## config.mk

```make
export PLATFORM = sky130hd
export DESIGN_NAME = ins_fetch_queue
export DESIGN_NICKNAME = d
export VERILOG_FILES = /design/src/rtl/ins_fetch_queue_pkg.sv /design/src/rtl/ins_fetch_queue_fetch_fifo.sv /design/src/rtl/ins_fetch_queue.sv
export SDC_FILE = /design/constraint.sdc
export NUM_CORES = 1
export LEC_CHECK = 0
export CAP_MARGIN = 10
export CELL_PAD_IN_SITES_DETAIL_PLACEMENT = 1
export CELL_PAD_IN_SITES_GLOBAL_PLACEMENT = 2
export CORE_ASPECT_RATIO = 0.8
export CORE_UTILIZATION = 36
export DETAILED_ROUTE_END_ITERATION = 12
export PLACE_DENSITY_LB_ADDON = 0.1
export SLEW_MARGIN = 25
export SYNTH_ARGS = -nofsm -noshare
export SYNTH_HDL_FRONTEND = slang
export SYNTH_HIERARCHICAL = 1
export SYNTH_SLANG_ARGS = --single-unit
```

## constraint.sdc

```tcl
create_clock -name clk -period 3.2 [get_ports clk]
set_clock_uncertainty 0.05 [all_clocks]
set_input_delay 0.64 -clock clk [delete_from_list [all_inputs] [get_ports clk]]
set_output_delay 0.64 -clock clk [all_outputs]
set_load 0.01 [all_outputs]
```

## src/rtl/ins_fetch_queue_pkg.sv

```systemverilog
`default_nettype none
// ============================================================================
// Module      : ins_fetch_queue_pkg
// Description : Shared defaults and state encoding for the instruction
//               prefetch queue and the CPU core it feeds.
// Revision    : 1.0 - initial release
// ============================================================================
package ins_fetch_queue_pkg;

    localparam int c_def_width    = 32;
    localparam int c_def_addrsize = 12;
    localparam int c_def_depth    = 4;
    localparam int c_def_cntw     = 3;

    typedef enum logic [1:0] {
        S_RUN   = 2'd0,
        S_FULL  = 2'd1,
        S_REDIR = 2'd2
    } fetch_state_t;

endpackage
`default_nettype wire

```

## src/rtl/ins_fetch_queue_fetch_fifo.sv

```systemverilog
`default_nettype none
// ============================================================================
// Module      : fetch_fifo
// Description : Synchronous FIFO holding {addr, data} fetch entries, with
//               flush, occupancy count and a zeroed head when empty.
// Revision    : 1.0 - initial release
// ============================================================================
module fetch_fifo #(
    parameter int DATA_W = 44,
    parameter int DEPTH  = 4,
    parameter int CNTW   = 3
) (
    input  logic              clk,
    input  logic              rst,
    input  logic              i_push,
    input  logic [DATA_W-1:0] i_push_data,
    input  logic              i_pop,
    input  logic              i_clear,
    output logic [DATA_W-1:0] o_head,
    output logic              o_valid,
    output logic [CNTW-1:0]   o_count
);

    localparam int              c_ptrw  = $clog2(DEPTH);
    localparam logic [CNTW-1:0] c_depth = CNTW'(DEPTH);

    logic [DATA_W-1:0] r_mem [DEPTH];
    logic [c_ptrw-1:0] r_wr_ptr;
    logic [c_ptrw-1:0] r_rd_ptr;
    logic [CNTW-1:0]   r_count;
    logic              w_do_push;
    logic              w_do_pop;

    assign o_valid   = (r_count != '0);
    assign o_count   = r_count;
    assign w_do_pop  = i_pop & o_valid;
    assign w_do_push = i_push & ~i_clear & ((r_count != c_depth) | w_do_pop);

    // Head reads as zero while empty so downstream never sees stale words
    assign o_head = o_valid ? r_mem[r_rd_ptr] : '0;

    always_ff @(posedge clk) begin
        if (rst || i_clear) begin
            r_wr_ptr <= '0;
            r_rd_ptr <= '0;
            r_count  <= '0;
        end else begin
            if (w_do_push) begin
                r_wr_ptr <= r_wr_ptr + c_ptrw'(1);
            end
            if (w_do_pop) begin
                r_rd_ptr <= r_rd_ptr + c_ptrw'(1);
            end
            case ({w_do_push, w_do_pop})
                2'b10:   r_count <= r_count + CNTW'(1);
                2'b01:   r_count <= r_count - CNTW'(1);
                default: r_count <= r_count;
            endcase
        end
    end

    always_ff @(posedge clk) begin
        if (w_do_push) begin
            r_mem[r_wr_ptr] <= i_push_data;
        end
    end

endmodule
`default_nettype wire

```

## src/rtl/ins_fetch_queue.sv

```systemverilog
`default_nettype none
// ============================================================================
// Module      : ins_fetch_queue
// Description : Sequential instruction prefetch queue with valid/ready head
//               and redirect flush, between instruction memory and the core.
// Revision    : 1.0 - initial release
// ============================================================================
module ins_fetch_queue
    import ins_fetch_queue_pkg::*;
#(
    parameter int WIDTH    = c_def_width,
    parameter int ADDRSIZE = c_def_addrsize,
    parameter int DEPTH    = c_def_depth,
    parameter int CNTW     = c_def_cntw
) (
    input  logic                clk,
    input  logic                rst,
    input  logic                fetch_en,
    input  logic                redirect,
    input  logic [ADDRSIZE-1:0] redirect_addr,
    output logic                ins_valid,
    input  logic                ins_ready,
    output logic [WIDTH-1:0]    ins_data,
    output logic [ADDRSIZE-1:0] ins_addr,
    output logic                imem_en,
    output logic [ADDRSIZE-1:0] imem_addr,
    input  logic [WIDTH-1:0]    imem_rdata,
    output logic [CNTW-1:0]     q_count
);

    localparam logic [CNTW-1:0] c_depth = CNTW'(DEPTH);

    fetch_state_t              r_state;
    fetch_state_t              w_state_nxt;
    logic [ADDRSIZE-1:0]       r_fetch_pc;
    logic [ADDRSIZE-1:0]       r_inflight_addr;
    logic                      r_inflight;
    logic                      r_drop;
    logic [CNTW-1:0]           w_occ;
    logic [CNTW-1:0]           w_count_nxt;
    logic [CNTW-1:0]           w_occ_nxt;
    logic                      w_credit_ok;
    logic                      w_issue;
    logic                      w_push;
    logic                      w_pop;
    logic [ADDRSIZE+WIDTH-1:0] w_head;

    // Queued words plus the outstanding read may never exceed the FIFO depth
    assign w_occ       = q_count + CNTW'(r_inflight);
    assign w_credit_ok = (w_occ < c_depth);

    // The recovery cycle already issues at the new address, so the first
    // post-redirect word is visible three cycles after the redirect.
    assign w_issue   = fetch_en & ~redirect & (r_state != S_FULL) & w_credit_ok;
    assign imem_en   = w_issue;
    assign imem_addr = r_fetch_pc;

    assign w_push = r_inflight & ~r_drop & ~redirect;
    assign w_pop  = ins_valid & ins_ready;

    always_comb begin
        w_count_nxt = q_count;
        if (redirect) begin
            w_count_nxt = '0;
        end else if (w_push && !w_pop) begin
            w_count_nxt = q_count + CNTW'(1);
        end else if (!w_push && w_pop) begin
            w_count_nxt = q_count - CNTW'(1);
        end
        w_occ_nxt = w_count_nxt + CNTW'(w_issue);

        w_state_nxt = r_state;
        if (redirect) begin
            w_state_nxt = S_REDIR;
        end else begin
            case (r_state)
                S_RUN:   if (w_occ_nxt == c_depth) w_state_nxt = S_FULL;
                S_FULL:  if (w_occ_nxt < c_depth)  w_state_nxt = S_RUN;
                default: w_state_nxt = S_RUN;
            endcase
        end
    end

    always_ff @(posedge clk) begin
        if (rst) begin
            r_state         <= S_RUN;
            r_fetch_pc      <= '0;
            r_inflight      <= 1'b0;
            r_inflight_addr <= '0;
            r_drop          <= 1'b0;
        end else begin
            r_state    <= w_state_nxt;
            r_inflight <= w_issue;
            // Any read outstanding across a redirect belongs to the old stream
            r_drop     <= redirect & r_inflight;
            if (redirect) begin
                r_fetch_pc <= redirect_addr;
            end else if (w_issue) begin
                r_fetch_pc <= r_fetch_pc + ADDRSIZE'(1);
            end
            if (w_issue) begin
                r_inflight_addr <= r_fetch_pc;
            end
        end
    end

    fetch_fifo #(
        .DATA_W (ADDRSIZE + WIDTH),
        .DEPTH  (DEPTH),
        .CNTW   (CNTW)
    ) u_fetch_fifo (
        .clk         (clk),
        .rst         (rst),
        .i_push      (w_push),
        .i_push_data ({r_inflight_addr, imem_rdata}),
        .i_pop       (w_pop),
        .i_clear     (redirect),
        .o_head      (w_head),
        .o_valid     (ins_valid),
        .o_count     (q_count)
    );

    assign ins_addr = w_head[WIDTH +: ADDRSIZE];
    assign ins_data = w_head[WIDTH-1:0];

endmodule
`default_nettype wire

```

==> impl_metrics.toml, run 1 <==
[status]
outcome = "finished, final reports clean"

[synth]
syn_area_um2 = 8620
synthesis.nets = 577
synth_area_per_cell_um2 = 16.6
synthArstFlopShare_pct = 0
syn_inst = 518
synth-main-ff-cell = "edfxtp_1"
synth_edf_count = 176
yosys_warnings = 6
synth_cell_types = 51
synth_seq_cells = 213
seq_area_frac_synth_pct = 69.9

[cts]
ctsResizeCount = 0
postCtsSetupBuffers = 0
ctsLongestPathBuffers = 3
cts_tree = "built"
htree_levels = 1
clk_pin_slew_worst_paths_ns = 0.06
cts_sinks = 213
cts-buffers-inserted = 22
clockRootBuffer = "clkbuf_16"
ctsHoldBuffers = 0
clock_latency_ns = 0.50

[global_route]
grt_pass1_wl_mm = 29.3
grt_pass1_vias = 5245
grt_max_degree = 45
antenna_found_initial = 0
grt_util_all_layers_pct = 15.4
gr-total-overflow = 0

[placed_design]
dp_hpwl_mm = 12.0
place_congestion = 0.700
placed_area_um2 = 10300
place_ws_ns = 0.0940
port_buffers = 109

[sta]
max-slew-margin-rel_pct = 70.7
worst_slew_pin_slew_ns = 0.440
slew_violations = 0
final.setup.worst_slack_ns = 0.164
fin_crit_sh_pct = 94.9
hold_viol = 0
grt_setup_unrepaired = "false"
setup_tns_ns = 0
fmax_mhz = 329
setup_viol = 0
period_needed_ns = 3.04

[cells_and_area]
num_antenna_cells = 0
drive_gt1_share_pct = 16.4
fillers = 2302
finalInstanceArea_um2 = 10900
multi_input_area_um2 = 2400
area_growth_pct = 26.6
utilization_pct = 46.5
nNetsFinal = 704
seqCellArea_um2 = 6030

[hold_path]
whs_path_depth = 1
hold_start = "r_state[1]"
min_path_type = "flop to flop"
hold_path_end = "r_state[0]"

[power]
p_leak_nw = 3.40
pwr_density_cell_nw_per_um2 = 506
ir_drop_v = 0.000306

[routing]
routed_wl_mm = 18.9
vias = 4894
wl_per_cell_um = 19.5
viasPerCell = 5.04
first_pass_iters = 4
drc_errors = 0
ant_nets = 0
drtIter0Drc = 242

[floorplanning]
initial_core_util_pct = 36.7
core-area_um2 = 23500
ios = 110
die_x_um = 175
fp.dieH_um = 140
rows = 50
die-area_um2 = 24600

[critical_path]
worstPathRequired_ns = 2.51
r2r-start = "u_fetch_fifo/o_count[1]"
timing.rr.end = "u_fetch_fifo/r_mem[0][21]"
crit_path_end_kind = "output port"
cp_max_fo = 29
reg2reg_setup_slack_ns = 0.61
worst-setup-path-type = "flop to output port"
ff2ff_path_depth = 8
cp-start-kind = "flop"
arrival_ns = 2.35

[flow_run]
max_cap_violations = 0
[worst max-delay path by stage]
stage | slack (ns) | cells past startpoint | to
6_report | 0.16 | 4 | ins_addr[4]
5_1_grt | 0.05 | 4 | ins_addr[4]
4_1_cts | 0.03 | 4 | ins_addr[8]
3_5_place_dp | 0.09 | 8 | u_fetch_fifo/o_count[2]
3_3_place_gp | 0.16 | 8 | u_fetch_fifo/o_count[2]
2_1_floorplan | 0.15 | 10 | u_fetch_fifo/o_count[2]
[per-layer routing]
| metal | GRT usage, % | up-vias | wire length (um) |
|---|---|---|---|
| met5 | 0 | - | 0 |
| met4 | 3.34 | 0 | 323 |
| met3 | 2.93 | 28 | 813 |
| met2 | 25.4 | 103 | 9060 |
| met1 | 21.1 | 2490 | 8740 |
| li1 | - | 2273 | - |
[cells by family (layout without fill, tap and decap cells)]
logic type / Yosys count / count (layout) / share of synthesized area (%)
fa+ha+maj: 10 / 10 / 1.54
flops: 213 / 213 / 69.9
buf+inv: 42 / 183 / 2.24
xor+xnor: 9 / 9 / 0.915
mux: 47 / 47 / 11.9
compound gates: 63 / 63 / 4.62
simple gates: 134 / 134 / 8.89
[stage by stage]
step | total power [mW] | std cells | hold slack, ns
CTS | 5.59 | 971 | 0.434
global placement | 3.28 | 933 | 0.419
global route | 5.69 | 971 | 0.458
floorplan | 3.16 | 518 | 0.395
finish | 5.52 | 971 | 0.437
detailed placement | 3.29 | 933 | 0.426
[Yosys cell counts, types with 2 or more instances]
cell	number	area, um2
and2_1	50	313
edfxtp_1	176	5290
nand2_1	16	60.1
nor2_1	17	63.8
or2_2	2	12.5
dfxtp_1	37	741
xnor2_1	7	61.3
o21ai_0	18	90.1
ha_1	9	113
or3_1	5	31.3
buf_4	4	30.0
mux4_2	44	991
buf_1	5	18.8
nand3_1	22	110
a21oi_1	18	90.1
nor2b_1	2	12.5
xor2_1	2	17.5
nor4_1	2	12.5
o311ai_0	2	17.5
buf_2	3	15.0
and4_1	4	35.0
inv_1	11	41.3
a211oi_1	3	22.5
and3_1	2	12.5
mux2_2	2	22.5
or4_1	5	37.5
clkbuf_1	16	60.1
a31oi_1	7	43.8
buf_6	2	22.5
o31ai_1	4	30.0
[area by class of cell]
cell class | instances | area share [%]
flip-flops and latches | 213 | 55.3
repair buffers | 134 | 12.9
clock inverters | 3 | 0.115
well taps | 312 | 3.58
inverters | 11 | 0.379
multi-input cells | 263 | 22.0
clock buffers | 35 | 5.69
[sequential cells by signal (all words and copies together), names as in the netlist, 2 cells and up, named ones only]
signal,flops
imem_addr,12
r_inflight_addr,12
r_state,2
u_fetch_fifo/o_count,3
u_fetch_fifo/r_mem,176
u_fetch_fifo/r_rd_ptr,2
u_fetch_fifo/r_wr_ptr,2
[critical path: stages (launching register included)]
cell and delay (ns):
dfxtp_4 0.36, buf_12 0.25, mux4_2 0.58, and2_1 0.19, clkdlybuf4s50_1 0.47
[cells in the final DEF (no fill, tap or decap), types with 7 or more instances in the layout]
cell type          n
clkbuf_1          12
clkdlybuf4s50_1  109
nand2_1           16
inv_1             11
edfxtp_1         176
ha_1               9
and2_1            46
a21oi_1           18
nor2_1            17
dfxtp_1           35
xnor2_1            7
mux4_2            44
nand3_1           22
o21ai_0           18
buf_12            10
clkbuf_16         23
buf_4             14
a31oi_1            7
[report_power, final]
part | internal [mW] | leakage [nW] | switching [mW]
Clock | 1.32 | 0.305 | 0.969
Combinational | 0.101 | 1.26 | 0.0884
Sequential | 3.01 | 1.83 | 0.0254
Note: power is estimated with default switching activity, not from simulation.
==> run 2, diff against run 1 <==
Settings changed: ABC_AREA set to 1, CORE_UTILIZATION 36 to 33.
==> impl_metrics.toml, run 2 <==
[placed_design]
place_congestion = 0.722
dp_cells = 1256
port_buffers = 109
place_ws_ns = 0.220
dp_hpwl_mm = 14.0

[power]
seqPwrFrac_pct = 51.5
p_sw_mw = 1.26
swShare_pct = 21.2
combPwrFrac_pct = 4.0
total_power_mw = 5.94
p_leak_nw = 3.97
intPower_mw = 4.68
ir_drop_v = 0.000359
power.share.clock_pct = 44.6
pwr_density_cell_nw_per_um2 = 527

[routing]
first_pass_iters = 4
drc_errors = 0
routed_wl_mm = 23.2
viasPerCell = 4.82
ant_nets = 0
wl_per_cell_um = 17.8
vias = 6288
drtIter0Drc = 316

[synth]
yosys_warnings = 6
synth_largest_type_area_fraction_pct = 59.4
synth_area_leader_cell = "edfxtp_1"
synth_edf_count = 176
synth_seq_cells = 213
syn_inst = 810
synth_area_per_cell_um2 = 11.0
synth_area_leaders = "edfxtp_1 (59%), nor2_1 (8.8%), dfxtp_1 (8.3%)"
synth-main-ff-cell = "edfxtp_1"
synth_cell_types = 33
synth.most_common_cell = "nor2_1"
syn_area_um2 = 8900
synthesis.nets = 869
synthArstFlopShare_pct = 0
yosys-top-cells-count = "nor2_1 (208), edfxtp_1 (176), o21ai_0 (76)"
seq_area_frac_synth_pct = 67.7

[sta]
setup_tns_ns = 0
fin_crit_sh_pct = 95.1
hold_viol = 0
hold_ws_ns = 0.438
fmax_mhz = 329
grt_setup_unrepaired = "false"
period_needed_ns = 3.04
worst_slew_pin_slew_ns = 0.619
slew_violations = 0
max-slew-margin-rel_pct = 58.7
final.setup.worst_slack_ns = 0.157
setup_viol = 0

[cells_and_area]
layout_common_cells = "nor2_1 (204), edfxtp_1 (176), clkdlybuf4s50_1 (109)"
nNetsFinal = 988
drive_gt1_share_pct = 10.3
num_antenna_cells = 0
area_growth_pct = 26.6
stdcell_count = 1305
layout.cells.most_common = "nor2_1"
regMostFlops = "u_fetch_fifo/r_mem"
largest_reg_flops = 176

[flow_run]
max_cap_violations = 0

[status]
outcome = "finished, final reports clean"

[cts]
cts_sinks = 213
ctsLongestPathBuffers = 3
cts-buffers-inserted = 25
cts_tree = "built"
clockRootBuffer = "clkbuf_16"
htree_levels = 1
clk_pin_slew_worst_paths_ns = 0.06
ctsHoldBuffers = 0
clock_latency_ns = 0.52

[floorplanning]
rows = 53
die_x_um = 186
core-area_um2 = 26400
ios = 110
initial_core_util_pct = 33.7
fp.dieH_um = 149
die-area_um2 = 27600

[global_route]
grt_pass1_vias = 6543
gr-total-overflow = 0
grt_busiest_layer = "met2"
grtUsageMet1_pct = 22.9
use_met3_pct = 2.73
grt_max_degree = 45
met2_usage_pct = 28.9
grt_util_all_layers_pct = 17.0
grt_pass1_wl_mm = 36.1
antenna_found_initial = 0

[critical_path]
r2r-start = "u_fetch_fifo/o_count[2]"
arrival_ns = 2.35
worstPathRequired_ns = 2.51
cp-start-kind = "flop"
reg2reg_setup_slack_ns = 0.88
worst-setup-path-type = "flop to output port"
timing.rr.end = "r_state[0]"
ff2ff_path_depth = 15
cp_max_fo = 32
crit_path_end_kind = "output port"

[hold_path]
whs_path_depth = 1
min_path_type = "flop to flop"
hold_start = "u_fetch_fifo/r_rd_ptr[0]"
-- run 2: layout make-up --
| cell class | count | area, um2 |
|---|---|---|
| flip-flops and latches | 213 | 6030 |
| well taps | 357 | 447 |
| clock inverters | 13 | 110 |
| inverters | 41 | 164 |
| repair buffers | 131 | 1350 |
| fillers | 2888 | 15100 |
| clock buffers | 33 | 656 |
| multi-input cells | 517 | 2510 |
-- run 2: cell families (layout without fill, tap and decap cells) --
logic type | after synthesis | count (layout) | share of synthesized area [%]
and+or+nand+nor | 320 | 320 | 14.9
DFF | 213 | 213 | 67.7
AOI/OAI and AO/OA | 183 | 183 | 11.1
buffers and inverters | 80 | 218 | 4.41
adders and majority gates | 10 | 10 | 1.49
xor gates and xnor gates | 4 | 4 | 0.394
-- run 2: repair_timing --
item	in CTS	in global routing
gates resized for setup	4	1
setup endpoints to repair	40	1
setup buffers	3	0
-- run 2: worst max-delay path by stage --
stage               depth (start not counted)                       end
finish                                      5              ins_data[26]
detailed placement                          5                   imem_en
floorplan                                   8  u_fetch_fifo/r_mem[0][0]
CTS                                         6               ins_data[3]
global route                                5              ins_addr[10]
global placement                           15                r_state[0]
-- run 2: critical path, cell delays in order (launching register included) --
cell,delay (ns)
dfxtp_4,0.40
inv_6,0.22
buf_4,0.29
o21ai_0,0.12
a21oi_1,0.22
clkdlybuf4s50_1,0.57
-- run 2: metrics by stage --
step,cell area (um2),util [%]
floorplan,8900,-
global placement,10500,39.6
detailed placement,10500,39.6
CTS,11300,42.7
global route,11300,42.7
finish,11300,42.7
-- run 2: power groups by stage --
stage | logic, mW | registers, mW | clock network (mW)
final | 0.236 | 3.05 | 2.65
after global routing | 0.260 | 3.06 | 2.82
after CTS | 0.240 | 3.05 | 2.72
after detailed placement | 0.238 | 3.11 | 0
after global placement | 0.233 | 3.11 | 0
after floorplan | 0.0930 | 3.11 | 0
-- run 2: per-layer routing --
metal | vias up | wire [um] | share of wire [%]
met5 | - | 0 | 0
met4 | 0 | 351 | 1.5
met3 | 27 | 796 | 3.4
met2 | 119 | 11000 | 48
met1 | 3113 | 11000 | 47
li1 | 3029 | - | -
